File: src/rtl/keyed_pipe_adder_if.sv
// Handshake and operand bundle for keyed_pipe_adder: input side (valid/ready,
// operands, mode) and output side (valid/ready, result).
interface keyed_pipe_adder_if #(
    parameter int WIDTH = 8
);
    logic             in_valid;
    logic             in_ready;
    logic [WIDTH-1:0] a;
    logic [WIDTH-1:0] b;
    logic             cin;
    logic             sub;
    logic             out_valid;
    logic             out_ready;
    logic [WIDTH:0]   sum;
    logic             cout;

    modport master (
        output in_valid, a, b, cin, sub, out_ready,
        input  in_ready, out_valid, sum, cout
    );

    modport slave (
        input  in_valid, a, b, cin, sub, out_ready,
        output in_ready, out_valid, sum, cout
    );
endinterface

File: src/rtl/keyed_pipe_adder.sv
// Key-obfuscated adder/subtractor pipelined over STAGE_W-bit carry stages,
// one stage per clock, with valid/ready flow control and full backpressure.
module keyed_pipe_adder #(
    parameter int WIDTH   = 8,
    parameter int STAGE_W = 4
) (
    input  logic             clk,
    input  logic             rst_n,
    input  logic             key_load_i,
    input  logic [WIDTH-1:0] key_in_i,
    keyed_pipe_adder_if.slave bus
);
    localparam int NSTAGES = WIDTH / STAGE_W;

    logic [WIDTH-1:0] key_d, key_q;
    logic [WIDTH-1:0] encA, bEff;
    logic             c0;
    logic             adv;

    assign adv          = !(bus.out_valid && !bus.out_ready);
    assign bus.in_ready = adv;

    // Key is only sampled at acceptance, so a same-cycle load is seen by the next input.
    assign encA = bus.a ^ key_q;
    assign bEff = bus.sub ? ~bus.b : bus.b;
    assign c0   = bus.sub | bus.cin;

    always_comb begin
        key_d = key_q;
        if (key_load_i) begin
            key_d = key_in_i;
        end
    end

    always_ff @(posedge clk or negedge rst_n) begin
        if (!rst_n) begin
            key_q <= '0;
        end else begin
            key_q <= key_d;
        end
    end

    for (genvar i = 0; i < NSTAGES; i++) begin : stg
        localparam int REMW = WIDTH - i * STAGE_W;

        logic [REMW-1:0]    opA, opB;
        logic               cIn, vIn;
        logic [WIDTH-1:0]   sumIn;
        logic [STAGE_W:0]   part;
        logic               valid_d, valid_q;
        logic               carry_d, carry_q;
        logic [WIDTH-1:0]   sum_d, sum_q;

        if (i == 0) begin : g_src
            assign opA   = encA;
            assign opB   = bEff;
            assign cIn   = c0;
            assign vIn   = bus.in_valid;
            assign sumIn = '0;
        end else begin : g_src
            assign opA   = stg[i-1].g_rem.aRem_q;
            assign opB   = stg[i-1].g_rem.bRem_q;
            assign cIn   = stg[i-1].carry_q;
            assign vIn   = stg[i-1].valid_q;
            assign sumIn = stg[i-1].sum_q;
        end

        // Lower slices already resolved arrive in sumIn; this stage ORs its slice in.
        assign part    = {1'b0, opA[STAGE_W-1:0]} + {1'b0, opB[STAGE_W-1:0]}
                       + {{STAGE_W{1'b0}}, cIn};
        assign valid_d = vIn;
        assign carry_d = part[STAGE_W];
        assign sum_d   = sumIn | (WIDTH'(part[STAGE_W-1:0]) << (i * STAGE_W));

        always_ff @(posedge clk or negedge rst_n) begin
            if (!rst_n) begin
                valid_q <= 1'b0;
                carry_q <= 1'b0;
                sum_q   <= '0;
            end else if (adv) begin
                valid_q <= valid_d;
                carry_q <= carry_d;
                sum_q   <= sum_d;
            end
        end

        if (i < NSTAGES - 1) begin : g_rem
            logic [REMW-STAGE_W-1:0] aRem_q, bRem_q;

            always_ff @(posedge clk or negedge rst_n) begin
                if (!rst_n) begin
                    aRem_q <= '0;
                    bRem_q <= '0;
                end else if (adv) begin
                    aRem_q <= opA[REMW-1:STAGE_W];
                    bRem_q <= opB[REMW-1:STAGE_W];
                end
            end
        end
    end

    assign bus.out_valid = stg[NSTAGES-1].valid_q;
    assign bus.sum       = {stg[NSTAGES-1].carry_q, stg[NSTAGES-1].sum_q};
    assign bus.cout      = stg[NSTAGES-1].carry_q;

endmodule

File: src/flat_wrapper.sv
// flat-port wrapper written by rule: the top's interface ports become plain ports
module keyed_pipe_adder_flat 
#(
    parameter int WIDTH   = 8,
    parameter int STAGE_W = 4
)
  (clk, rst_n, key_load_i, key_in_i, bus_in_valid, bus_a, bus_b, bus_cin, bus_sub, bus_out_ready, bus_in_ready, bus_out_valid, bus_sum, bus_cout);
  keyed_pipe_adder_if #(.WIDTH(WIDTH)) bus_i ();
  input  logic clk;
  input  logic rst_n;
  input  logic key_load_i;
  input  logic [WIDTH-1:0] key_in_i;
  input wire logic [$bits(bus_i.in_valid)-1:0] bus_in_valid;
  input wire logic [$bits(bus_i.a)-1:0] bus_a;
  input wire logic [$bits(bus_i.b)-1:0] bus_b;
  input wire logic [$bits(bus_i.cin)-1:0] bus_cin;
  input wire logic [$bits(bus_i.sub)-1:0] bus_sub;
  input wire logic [$bits(bus_i.out_ready)-1:0] bus_out_ready;
  output wire logic [$bits(bus_i.in_ready)-1:0] bus_in_ready;
  output wire logic [$bits(bus_i.out_valid)-1:0] bus_out_valid;
  output wire logic [$bits(bus_i.sum)-1:0] bus_sum;
  output wire logic [$bits(bus_i.cout)-1:0] bus_cout;
  assign bus_i.in_valid = bus_in_valid;
  assign bus_i.a = bus_a;
  assign bus_i.b = bus_b;
  assign bus_i.cin = bus_cin;
  assign bus_i.sub = bus_sub;
  assign bus_i.out_ready = bus_out_ready;
  assign bus_in_ready = bus_i.in_ready;
  assign bus_out_valid = bus_i.out_valid;
  assign bus_sum = bus_i.sum;
  assign bus_cout = bus_i.cout;
  keyed_pipe_adder #(.WIDTH(WIDTH), .STAGE_W(STAGE_W)) u_core (.clk(clk), .rst_n(rst_n), .key_load_i(key_load_i), .key_in_i(key_in_i), .bus(bus_i));
endmodule
File: config.mk
export PLATFORM = sky130hd
export DESIGN_NAME = keyed_pipe_adder_flat
export DESIGN_NICKNAME = d
export VERILOG_FILES = /design/src/rtl/keyed_pipe_adder_if.sv /design/src/rtl/keyed_pipe_adder.sv /design/src/flat_wrapper.sv
export SDC_FILE = /design/constraint.sdc
export NUM_CORES = 1
export LEC_CHECK = 0
export BUFFER_PORTS_ARGS = -buffer_cell sky130_fd_sc_hd__buf_4
export CAP_MARGIN = 25
export CORE_ASPECT_RATIO = 0.5
export CORE_MARGIN = 5
export CORE_UTILIZATION = 47
export DETAILED_ROUTE_END_ITERATION = 7
export GPL_TIMING_DRIVEN = 0
export HOLD_SLACK_MARGIN = 0.15
export PLACE_DENSITY = 0.73
export RECOVER_POWER = 25
export SETUP_SLACK_MARGIN = 0.02
export SLEW_MARGIN = 15
export SYNTH_ARGS = -nofsm -noshare
export SYNTH_HDL_FRONTEND = slang
export SYNTH_SLANG_ARGS = --single-unit
File: constraint.sdc
create_clock -name clk -period 1.7 [get_ports clk]
set_input_delay 0.085 -clock clk [delete_from_list [all_inputs] [get_ports clk]]
set_output_delay 0.085 -clock clk [all_outputs]
set_load 0.1 [all_outputs]
==> results of run 1 <==
[cells in the mapped netlist]
cell	count	area [um^2]
sky130_fd_sc_hd__mux2i_1	1	10.0
sky130_fd_sc_hd__buf_4	4	30.0
sky130_fd_sc_hd__a21oi_2	1	8.76
sky130_fd_sc_hd__nor2b_4	1	13.8
sky130_fd_sc_hd__nor2_1	10	37.5
sky130_fd_sc_hd__nor2b_1	1	6.26
sky130_fd_sc_hd__nor3b_2	1	12.5
sky130_fd_sc_hd__ha_1	6	75.1
sky130_fd_sc_hd__nand2_1	29	109
sky130_fd_sc_hd__buf_6	3	33.8
sky130_fd_sc_hd__inv_4	1	6.26
sky130_fd_sc_hd__mux2_2	8	90.1
sky130_fd_sc_hd__xor2_1	10	87.6
sky130_fd_sc_hd__nor3b_1	1	7.51
sky130_fd_sc_hd__xnor2_1	8	70.1
sky130_fd_sc_hd__o21ai_0	11	55.1
sky130_fd_sc_hd__fa_1	4	80.1
sky130_fd_sc_hd__nand2b_1	1	6.26
sky130_fd_sc_hd__a21oi_1	7	35.0
sky130_fd_sc_hd__dfrtp_1	32	801
sky130_fd_sc_hd__a21o_1	1	7.51
sky130_fd_sc_hd__inv_1	8	30.0
sky130_fd_sc_hd__nor3_1	1	5.00
sky130_fd_sc_hd__buf_2	1	5.00
sky130_fd_sc_hd__o21ai_1	2	10.0
sky130_fd_sc_hd__a221oi_2	1	15.0
[critical path, stage by stage, from the launching register on]
cell	delay [ns]
sky130_fd_sc_hd__dfrtp_1	0.41
sky130_fd_sc_hd__xnor2_2	0.16
sky130_fd_sc_hd__fa_2	0.36
sky130_fd_sc_hd__fa_2	0.36
sky130_fd_sc_hd__xor2_1	0.18
sky130_fd_sc_hd__a21oi_1	0.09
[area by class of cell]
| cell class | count | area (um^2) | area share, % |
|---|---|---|---|
| plain buffers | 8 | 68.8 | 2.99 |
| multi-input cells | 105 | 754 | 32.8 |
| flip-flops and latches | 32 | 802 | 34.8 |
| clock buffers | 6 | 82.6 | 3.59 |
| repair buffers | 59 | 485 | 21.1 |
| inverters | 9 | 36.3 | 1.58 |
| well taps | 51 | 63.8 | 2.77 |
| clock inverters | 2 | 10.0 | 0.435 |
[registers in the layout (all words and copies together) (netlist names)]
register / flops
u_core.key_q: 8
u_core.stg.g_rem.bRem_q: 4
u_core.stg.sum_q: 12
u_core.stg.g_rem.aRem_q: 4
u_core.bus.out_valid: 1
u_core.stg.carry_q: 1
u_core.stg.valid_q: 1
u_core.bus.cout: 1
[stage by stage]
stage | total power (W) | setup WS [ns]
6_report | 0.00335 | 0.0374
5_1_grt | 0.00354 | -0.0395
4_1_cts | 0.00337 | 0.0375
3_5_place_dp | 0.00274 | -0.107
3_3_place_gp | 0.00269 | -0.0714
2_1_floorplan | 0.00234 | 0.0331
[routing by layer]
| metal | part of all wire (%) | vias to the layer above |
|---|---|---|
| met5 | 0 | - |
| met4 | 0.40 | 0 |
| met3 | 4.6 | 2 |
| met2 | 50 | 29 |
| met1 | 45 | 612 |
| li1 | - | 630 |
[power by group through the flow]
stage	combinational, W	sequential (W)	clock [W]
detailed placement	0.00163	0.00111	0
finish	0.00167	0.00109	0.000595
floorplan	0.000547	0.00179	0
global placement	0.00160	0.00109	0
CTS	0.00168	0.00109	0.000607
global route	0.00178	0.00112	0.000646
[worst min path at each step]
stage | start | slack (ns) | to | cells after the start
3_5_place_dp | rst_n | 0.05 | u_core.key_q[7]$_DFFE_PN0P_ | 1
5_1_grt | key_load_i | 0.22 | u_core.key_q[7]$_DFFE_PN0P_ | 2
6_report | key_load_i | 0.21 | u_core.key_q[6]$_DFFE_PN0P_ | 2
3_3_place_gp | rst_n | 0.04 | u_core.key_q[5]$_DFFE_PN0P_ | 1
2_1_floorplan | rst_n | -0.21 | u_core.bus.cout$_DFFE_PN0N_ | 0
4_1_cts | key_load_i | 0.20 | u_core.key_q[7]$_DFFE_PN0P_ | 2
[layout by cell type, fill, tap and decap left out]
cell | synthesis | layout
sky130_fd_sc_hd__buf_4 | 4 | 44
sky130_fd_sc_hd__dfrtp_1 | 32 | 31
sky130_fd_sc_hd__nand2_1 | 29 | 29
sky130_fd_sc_hd__dlygate4sd3_1 | 0 | 18
sky130_fd_sc_hd__xor2_1 | 10 | 10
sky130_fd_sc_hd__nor2_1 | 10 | 10
sky130_fd_sc_hd__o21ai_0 | 11 | 9
sky130_fd_sc_hd__inv_1 | 8 | 8
sky130_fd_sc_hd__mux2_2 | 8 | 8
sky130_fd_sc_hd__xnor2_1 | 8 | 7
sky130_fd_sc_hd__a21oi_1 | 7 | 7
sky130_fd_sc_hd__ha_1 | 6 | 6
sky130_fd_sc_hd__clkbuf_8 | 0 | 6
sky130_fd_sc_hd__o21ai_1 | 2 | 4
sky130_fd_sc_hd__buf_6 | 3 | 3
sky130_fd_sc_hd__fa_1 | 4 | 2
sky130_fd_sc_hd__fa_2 | 0 | 2
sky130_fd_sc_hd__clkinv_2 | 0 | 2
sky130_fd_sc_hd__xnor2_2 | 0 | 1
sky130_fd_sc_hd__nor2b_4 | 1 | 1
sky130_fd_sc_hd__inv_4 | 1 | 1
sky130_fd_sc_hd__nor2b_1 | 1 | 1
sky130_fd_sc_hd__buf_2 | 1 | 1
sky130_fd_sc_hd__nand2b_1 | 1 | 1
sky130_fd_sc_hd__a21o_1 | 1 | 1
sky130_fd_sc_hd__nor3_1 | 1 | 1
sky130_fd_sc_hd__nor3b_2 | 1 | 1
sky130_fd_sc_hd__mux2i_1 | 1 | 1
sky130_fd_sc_hd__nor3b_1 | 1 | 1
sky130_fd_sc_hd__a221oi_2 | 1 | 1
sky130_fd_sc_hd__a21oi_2 | 1 | 1
sky130_fd_sc_hd__clkbuf_2 | 0 | 1
sky130_fd_sc_hd__dfrtp_2 | 0 | 1
[timing repair]
item	CTS	global route
setup buffers	1	0
cloned	0	0
hold endpoints to repair	49	0
resized for setup	3	2
endpoints found under the setup margin	3	3
pin swaps	1	0
hold buffers	18	0
[cells by family (layout without fill, tap and decap cells)]
logic type                 Yosys count  after routing  synth area share (%)
AOI/OAI and AO/OA                   23             23                  7.97
xor gates and xnor gates            18             18                  9.57
adders and majority gates           10             10                  9.42
buffers and inverters               17             84                  6.38
DFF                                 32             32                  48.6
muxes                                9              9                  6.07
and+or+nand+nor                     45             45                  12.0
==> results.yml, run 1 <==
clock_tree:
  cts_root_buffer: "sky130_fd_sc_hd__clkbuf_8"
  ctsLongestPathBuffers: 2
  cts_num_sinks: 32
  cts_tree: "yes"
  cts-htree-levels: 2
  clk_pin_slew_ns: 0.07
  clk_latency_ns: 0.28
  numCtsBuffers: 5
pwr:
  internal_power_w: 0.00177
  power.share.switching_pct: 47.2
  comb_power_share_pct: 49.7
  pwr-share-seq_pct: 32.5
  clock_power_share_pct: 17.8
  vdd_drop_max_v: 0.000667
  total_switching_power_w: 0.00158
  power.static_leakage_nw: 1.11
  power.density_cell_area_mw_per_mm2: 1450
layout:
  final_layout_size_suffix_gt1_share_pct: 33.5
  nFillCells: 264
  finish.net_count: 261
  fin_cells: 272
  syn2layout_area_growth_pct: 39.8
  insertedDiodeCount: 0
  finalCoreUtilization_pct: 67.8
  stdcell_area_mm2: 0.00230
route:
  antenna_left: 0
  drtIter0Drc: 20
  vias_per_cell: 4.68
  routed_wire_length_per_instance_um: 12.9
  route.vias.total: 1273
  routed_wirelength_um: 3510
  drc_violation_count_after_routing: 0
  dr.pass1.iters: 4
synth:
  syn-instance-count: 154
  mappedNetlistArea_mm2: 0.00165
  synthDistinctLibCells: 26
  synth_seq_cells: 32
  ys_seq_area_share_pct: 48.6
  avgSynthCellArea_um2: 10.7
  ys_warn_count: 0
  synth_fp_nets: 195
critical_path:
  rr_endpoint: "u_core.stg[0].sum_q[2]$_DFFE_PN0N_"
  critical_path_class: "flop to flop"
  critPathRequiredTime_ns: 1.86
  worst_setup_path_end_kind: "flop"
  rrSetupSlack_ns: 0.04
  setup_crit_start: "u_core.key_q[0]$_DFFE_PN0P_"
  worstPathArrival_ns: 1.83
  worstRegToRegCells: 5
  reg_to_reg_startpoint: "u_core.key_q[0]$_DFFE_PN0P_"
  crit_path_end: "u_core.stg[0].sum_q[2]$_DFFE_PN0N_"
  timing.critical_path.from_type: "flop"
  critical_path_peak_fanout: 2
sta:
  worstMarginPinSlew_ns: 0.784
  clock-skew-final_ns: 0.00791
  whs_ns: 0.208
  rsz_0062_raised_after_global_routing: "yes"
  worst_slew_margin_rel_pct: 47.7
  maxClockFrequency_mhz: 601
  min_period_over_period_pct: 97.8
  report.final.slew_viol_count: 0
  timing.final.hold_violations: 0
  setup_total_negative_slack_ns: 0
  setup_viol_count_final: 0
  fin_crit_ns: 1.66
placed_design:
  place_congestion: 0.800
  numPortBuffers: 40
  detailed_place_hpwl_um: 2580
  place_inst: 245
  placed_cell_area_mm2: 0.00201
global_routing:
  met1_use_gr_pct: 20.7
  use_met2_pct: 27.4
  grt-ovfl-total: 0
  grtUsageMet3_pct: 5.20
  grt_pass1_vias: 1297
  grt.busiest_layer: "met2"
  wire_length_of_the_first_global_routing_pass_um: 6000
  gr-usage-all-layers_pct: 16.3
  grt_antenna_before_repair: 0
  grt_max_degree: 33
die:
  die_h_um: 51.9
  die-area_mm2: 0.00486
  coreArea_mm2: 0.00340
  pin_count: 43
  initial_utilization_pct: 48.5
  rows: 15
  die_width_um: 93.7
flow_run:
  drv_cap: 0
hold_path:
  hold_path_class: "input port to flop"
outcome:
  outcome: "complete, no violations"
(Power assumes the default switching activity.)
==> inputs of run 2 (changes only) <==
==> constraint.sdc (replaced) <==
create_clock -name clk -period 1.7 [get_ports clk]
set_input_delay 0.255 -clock clk [delete_from_list [all_inputs] [get_ports clk]]
set_output_delay 0.255 -clock clk [all_outputs]
set_load 0.1 [all_outputs]
==> results.yml, run 2 (synthesis results as in run 1) <==
outcome:
  outcome: "complete, no violations"
flow_run:
  drv_cap: 0
layout:
  multiInputGateArea_um2: 757
  nFillCells: 298
  syn2layout_area_growth_pct: 29.9
  sequential_cell_area_um2: 802
  largest_register_ff_count: 12
  final_layout_size_suffix_gt1_share_pct: 36.5
  fin_cells: 254
  mostFrequentLayoutCell: "sky130_fd_sc_hd__buf_4"
  finalCoreUtilization_pct: 63.0
  layout_common_cells: "sky130_fd_sc_hd__buf_4, sky130_fd_sc_hd__dfrtp_1, sky130_fd_sc_hd__nand2_1, sky130_fd_sc_hd__xor2_1, sky130_fd_sc_hd__o21ai_0"
  reg_top3: "u_core.stg.sum_q (12), u_core.key_q (8)"
  finish.net_count: 243
  largest_reg_by_ff_count: "u_core.stg.sum_q"
  insertedDiodeCount: 0
pwr:
  vdd_drop_max_v: 0.000697
  total_switching_power_w: 0.00157
  clock_power_share_pct: 18.0
  power.share.switching_pct: 47.3
  power.density_cell_area_mw_per_mm2: 1550
  pwr-share-seq_pct: 32.7
  internal_power_w: 0.00175
  power.static_leakage_nw: 1.04
  comb_power_share_pct: 49.3
hold_path:
  hold_path_class: "input port to flop"
global_routing:
  wire_length_of_the_first_global_routing_pass_um: 5600
  grt_max_degree: 33
  grt-ovfl-total: 0
  grt_pass1_vias: 1240
  grt_antenna_before_repair: 0
  gr-usage-all-layers_pct: 15.2
clock_tree:
  clk_pin_slew_ns: 0.07
  cts_tree: "yes"
  ctsLongestPathBuffers: 2
  numCtsBuffers: 5
  cts_root_buffer: "sky130_fd_sc_hd__clkbuf_8"
  cts-htree-levels: 2
  cts_num_sinks: 32
  clk_latency_ns: 0.28
route:
  vias_per_cell: 4.65
  routed_wire_length_per_instance_um: 12.9
  antenna_left: 0
  drtIter0Drc: 72
  route.vias.total: 1181
  routed_wirelength_um: 3280
  dr.pass1.iters: 4
  drc_violation_count_after_routing: 0
placed_design:
  place_congestion: 0.801
  place_inst: 245
  numPortBuffers: 40
  detailed_place_hpwl_um: 2470
die:
  rows: 15
  die-area_mm2: 0.00486
  initial_utilization_pct: 48.5
  pin_count: 43
  die_width_um: 93.7
  coreArea_mm2: 0.00340
  die_h_um: 51.9
sta:
  rsz_0062_raised_after_global_routing: "yes"
  worstMarginPinSlew_ns: 0.790
  clock-skew-final_ns: 0.00450
  fin_crit_ns: 1.65
  min_period_over_period_pct: 96.8
  timing.final.hold_violations: 0
  setup_total_negative_slack_ns: 0
  report.final.slew_viol_count: 0
  worst_slew_margin_rel_pct: 47.3
  maxClockFrequency_mhz: 608
  setup_viol_count_final: 0
critical_path:
  critical_path_peak_fanout: 2
  critPathRequiredTime_ns: 1.87
  critical_path_class: "flop to flop"
  worst_setup_path_end_kind: "flop"
  timing.critical_path.from_type: "flop"
  worstPathArrival_ns: 1.81
## run 2: cell types whose count changed in the layout (fill, tap and decap cells not counted)
cell / before / now
sky130_fd_sc_hd__o21ai_0: 9 / 10
sky130_fd_sc_hd__nor2_2: 0 / 1
sky130_fd_sc_hd__buf_4: 44 / 42
sky130_fd_sc_hd__buf_12: 0 / 1
sky130_fd_sc_hd__o21ai_1: 4 / 3
sky130_fd_sc_hd__nor2_1: 10 / 9
sky130_fd_sc_hd__dlygate4sd3_1: 18 / 1
## run 2: worst max-delay path: stages (launching register included)
cell and delay [ns]:
sky130_fd_sc_hd__dfrtp_1 0.40, sky130_fd_sc_hd__xnor2_2 0.16, sky130_fd_sc_hd__fa_2 0.36, sky130_fd_sc_hd__fa_2 0.37, sky130_fd_sc_hd__xor2_1 0.16, sky130_fd_sc_hd__a21oi_1 0.08
## run 2: what timing repair did
action | CTS | global route
endpoints found under the setup margin | 3 | 4
hold buffers | 1 | 0
setup buffers | 0 | 0
endpoints found under the hold margin | 32 | 0
pin swaps | 4 | 1
cloned | 0 | 0
gates resized for setup | 2 | 4
## run 2: area by class of cell
type | instances | share of cell area (%)
multi-input combinational | 105 | 35.4
timing repair buffer | 41 | 15.0
tap | 51 | 2.98
clock buffer | 6 | 3.86
sequential | 32 | 37.5
inverter | 9 | 1.69
clock inverter | 2 | 0.468
buffer | 8 | 3.21
## run 2: worst paths after layout
check	cells past startpoint	to	startpoint	slack (ns)
setup / recovery	5	u_core.stg[0].sum_q[2]$_DFFE_PN0N_	u_core.key_q[0]$_DFFE_PN0P_	0.05
hold / removal	3	u_core.stg[0].valid_q$_DFFE_PN0N_	bus_in_valid	0.17
setup reg to reg	5	u_core.stg[0].sum_q[2]$_DFFE_PN0N_	u_core.key_q[0]$_DFFE_PN0P_	0.05
hold reg to reg	2	u_core.stg[0].valid_q$_DFFE_PN0N_	u_core.stg[0].valid_q$_DFFE_PN0N_	0.46
max in group asynchronous	2	u_core.bus.out_valid$_DFFE_PN0N_	rst_n	0.54
min in group asynchronous	2	u_core.key_q[7]$_DFFE_PN0P_	rst_n	0.61
## run 2: power by group through the flow
stage	logic, W	registers [W]	clock network, W
2_1_floorplan	0.000550	0.00179	0
3_3_place_gp	0.00160	0.00109	0
3_5_place_dp	0.00163	0.00110	0
4_1_cts	0.00164	0.00109	0.000616
5_1_grt	0.00175	0.00112	0.000651
6_report	0.00164	0.00109	0.000598
## run 2: layer usage
layer  share of wire, %  up-vias  GRT usage [%]
met5                  0        -              0
met4               0.52        0           5.04
met3                5.2        2           4.19
met2                 50       28           26.0
met1                 44      562           18.7
li1                   -      589              -
## run 2: through the flow
stage / worst slack [ns] / hold slack, ns / total power [W] / instance area, um^2
after detailed placement: -0.0406 / 0.214 / 0.00273 / 2020
after global routing: -0.0504 / 0.177 / 0.00352 / 2140
after global placement: -0.0154 / 0.212 / 0.00269 / 2020
after floorplan: 0.0362 / -0.0406 / 0.00234 / 1650
final: 0.0540 / 0.172 / 0.00332 / 2140
after CTS: 0.00869 / 0.168 / 0.00335 / 2130
==> inputs of run 3 (changes only) <==
--- a/config.mk
+++ b/config.mk
@@ -7,9 +7,11 @@
 export LEC_CHECK = 0
 export BUFFER_PORTS_ARGS = -buffer_cell sky130_fd_sc_hd__buf_4
 export CAP_MARGIN = 25
+export CELL_PAD_IN_SITES_DETAIL_PLACEMENT = 0
+export CELL_PAD_IN_SITES_GLOBAL_PLACEMENT = 1
 export CORE_ASPECT_RATIO = 0.5
-export CORE_MARGIN = 5
-export CORE_UTILIZATION = 47
+export CORE_MARGIN = 3
+export CORE_UTILIZATION = 36
 export DETAILED_ROUTE_END_ITERATION = 7
 export GPL_TIMING_DRIVEN = 0
 export HOLD_SLACK_MARGIN = 0.15
==> results.yml, run 3 (synthesis results as in run 1) <==
clock_tree:
  cts_tree: "yes"
  clk_latency_ns: 0.28
  clk_pin_slew_ns: 0.07
  cts-htree-levels: 2
  ctsLongestPathBuffers: 2
  cts_num_sinks: 32
  numCtsBuffers: 5
  cts_root_buffer: "sky130_fd_sc_hd__clkbuf_8"
pwr:
  internal_power_w: 0.00175
  pwr-share-seq_pct: 32.6
  finalPower_w: 0.00333
  total_switching_power_w: 0.00157
  power.static_leakage_nw: 1.05
  power.density_cell_area_mw_per_mm2: 1550
  vdd_drop_max_v: 0.000650
  power.share.switching_pct: 47.3
  clock_power_share_pct: 18.2
  comb_power_share_pct: 49.2
route:
  drc_violation_count_after_routing: 0
  routed_wire_length_per_instance_um: 12.2
  antenna_left: 0
  routed_wirelength_um: 3160
  vias_per_cell: 4.48
  dr.pass1.iters: 4
  drtIter0Drc: 69
  route.vias.total: 1156
global_routing:
  grt_max_degree: 33
  gr-usage-all-layers_pct: 12.9
  grt-ovfl-total: 0
  grt_pass1_vias: 1094
  wire_length_of_the_first_global_routing_pass_um: 5300
  grt_antenna_before_repair: 0
die:
  die_width_um: 102
  rows: 16
  pin_count: 43
  die-area_mm2: 0.00547
  coreArea_mm2: 0.00414
  initial_utilization_pct: 39.8
  die_h_um: 53.8
sta:
  worst_slew_margin_rel_pct: 47.0
  clock-skew-final_ns: 0.00474
  rsz_0062_raised_after_global_routing: "yes"
  worstMarginPinSlew_ns: 0.795
  setup_viol_count_final: 1
  fin_crit_ns: 1.71
  timing.final.hold_violations: 0
  report.final.slew_viol_count: 0
  setup_total_negative_slack_ns: -0.0107
  maxClockFrequency_mhz: 585
  min_period_over_period_pct: 101
  fin_ws_ns: -0.0107
hold_path:
  hold_path_class: "input port to flop"
placed_design:
  place_congestion: 0.768
  detailed_place_hpwl_um: 2450
  numPortBuffers: 40
critical_path:
  path_delay_family: "adder cells"
  cp.buffers_inverters: 0
  worstPathArrival_ns: 1.87
  critical_path_peak_fanout: 2
  worst_path_most_repeated_cell: "sky130_fd_sc_hd__fa_2"
  crit_chain: "xnor2_2 > fa_2 > fa_2 > xor2_1 > a21oi_1"
  critical_path_class: "flop to flop"
  timing.critical_path.from_type: "flop"
  max_stage_delay_ns: 0.41
  critPathRequiredTime_ns: 1.86
  worst_setup_path_end_kind: "flop"
  critPathSlowestCell: "sky130_fd_sc_hd__dfrtp_1"
layout:
  layout_common_cells: "sky130_fd_sc_hd__buf_4, sky130_fd_sc_hd__dfrtp_1, sky130_fd_sc_hd__nand2_1"
  syn2layout_area_growth_pct: 30.4
  largest_reg_by_ff_count: "u_core.stg.sum_q"
  reg_top3: "u_core.stg.sum_q (12), u_core.key_q (8)"
  insertedDiodeCount: 0
  mostFrequentLayoutCell: "sky130_fd_sc_hd__buf_4"
  largest_register_ff_count: 12
  final_layout_size_suffix_gt1_share_pct: 36.3
  finish.net_count: 244
flow_run:
  drv_cap: 0
outcome:
  outcome: "finished with violations"
  failed_checks: "setup timing"
## run 3: cell count changes in the layout (fill, tap and decap cells not counted)
cell | previous run | this run
sky130_fd_sc_hd__buf_4 | 42 | 43
sky130_fd_sc_hd__nor2_2 | 1 | 0
sky130_fd_sc_hd__nor2_1 | 9 | 10
## run 3: area by class of cell
type,count,area [um^2]
timing repair buffer,42,328
sequential,32,802
tap,54,67.6
clock inverter,2,10.0
inverter,9,36.3
clock buffer,6,82.6
buffer,8,68.8
multi-input combinational,105,754
fill,400,1990
## run 3: path summary, 6_finish.rpt
| check | from | end | slack (ns) | cells after the start |
|---|---|---|---|---|
| hold / removal | bus_in_valid | u_core.stg[0].valid_q$_DFFE_PN0N_ | 0.18 | 3 |
| setup / recovery | u_core.key_q[0]$_DFFE_PN0P_ | u_core.stg[0].sum_q[2]$_DFFE_PN0N_ | -0.01 | 5 |
| min in group asynchronous | rst_n | u_core.stg[0].sum_q[0]$_DFFE_PN0N_ | 0.60 | 2 |
| max in group asynchronous | rst_n | u_core.bus.out_valid$_DFFE_PN0N_ | 0.55 | 2 |
| setup reg to reg | u_core.key_q[0]$_DFFE_PN0P_ | u_core.stg[0].sum_q[2]$_DFFE_PN0N_ | -0.01 | 5 |
| hold reg to reg | u_core.stg[0].valid_q$_DFFE_PN0N_ | u_core.bus.out_valid$_DFFE_PN0N_ | 0.46 | 1 |
## run 3: worst register-to-register path: cells and delay by family (launching register included)
kind            cells  cell delay (ns)
flops               1             0.41
compound gates      1             0.09
xor+xnor            2             0.37
fa+ha+maj           2             0.72
## run 3: power by group through the flow
stage / clock, W / sequential (W) / combinational [W]
3_3_place_gp: 0 / 0.00109 / 0.00161
6_report: 0.000605 / 0.00108 / 0.00164
5_1_grt: 0.000663 / 0.00112 / 0.00175
3_5_place_dp: 0 / 0.00110 / 0.00163
2_1_floorplan: 0 / 0.00179 / 0.000550
4_1_cts: 0.000621 / 0.00109 / 0.00164
## run 3: routing by layer
metal	track usage, %	wire length (um)
met5	0	0
met3	4.66	212
met4	1.99	18
met2	18.7	1320
met1	18.7	1610
## run 3: what timing repair did
item                                    in CTS  in global routing
hold buffers                                 1                  0
pin swaps                                    2                  0
endpoints found under the setup margin       4                  4
resized for setup                            2                  3
hold endpoints to repair                    32                  0
buffers inserted                             0                  1
## run 3: metrics by stage
step	instance area [um^2]	hold WS, ns	cells	worst slack [ns]	util, %
2_1_floorplan	1650	-0.0406	154	0.0362	-
3_5_place_dp	2020	0.218	248	-0.0504	48.8
3_3_place_gp	2020	0.220	248	-0.0345	48.8
6_report	2150	0.183	258	-0.0107	51.9
4_1_cts	2140	0.176	257	-0.00379	51.5
5_1_grt	2150	0.189	258	-0.0502	51.9
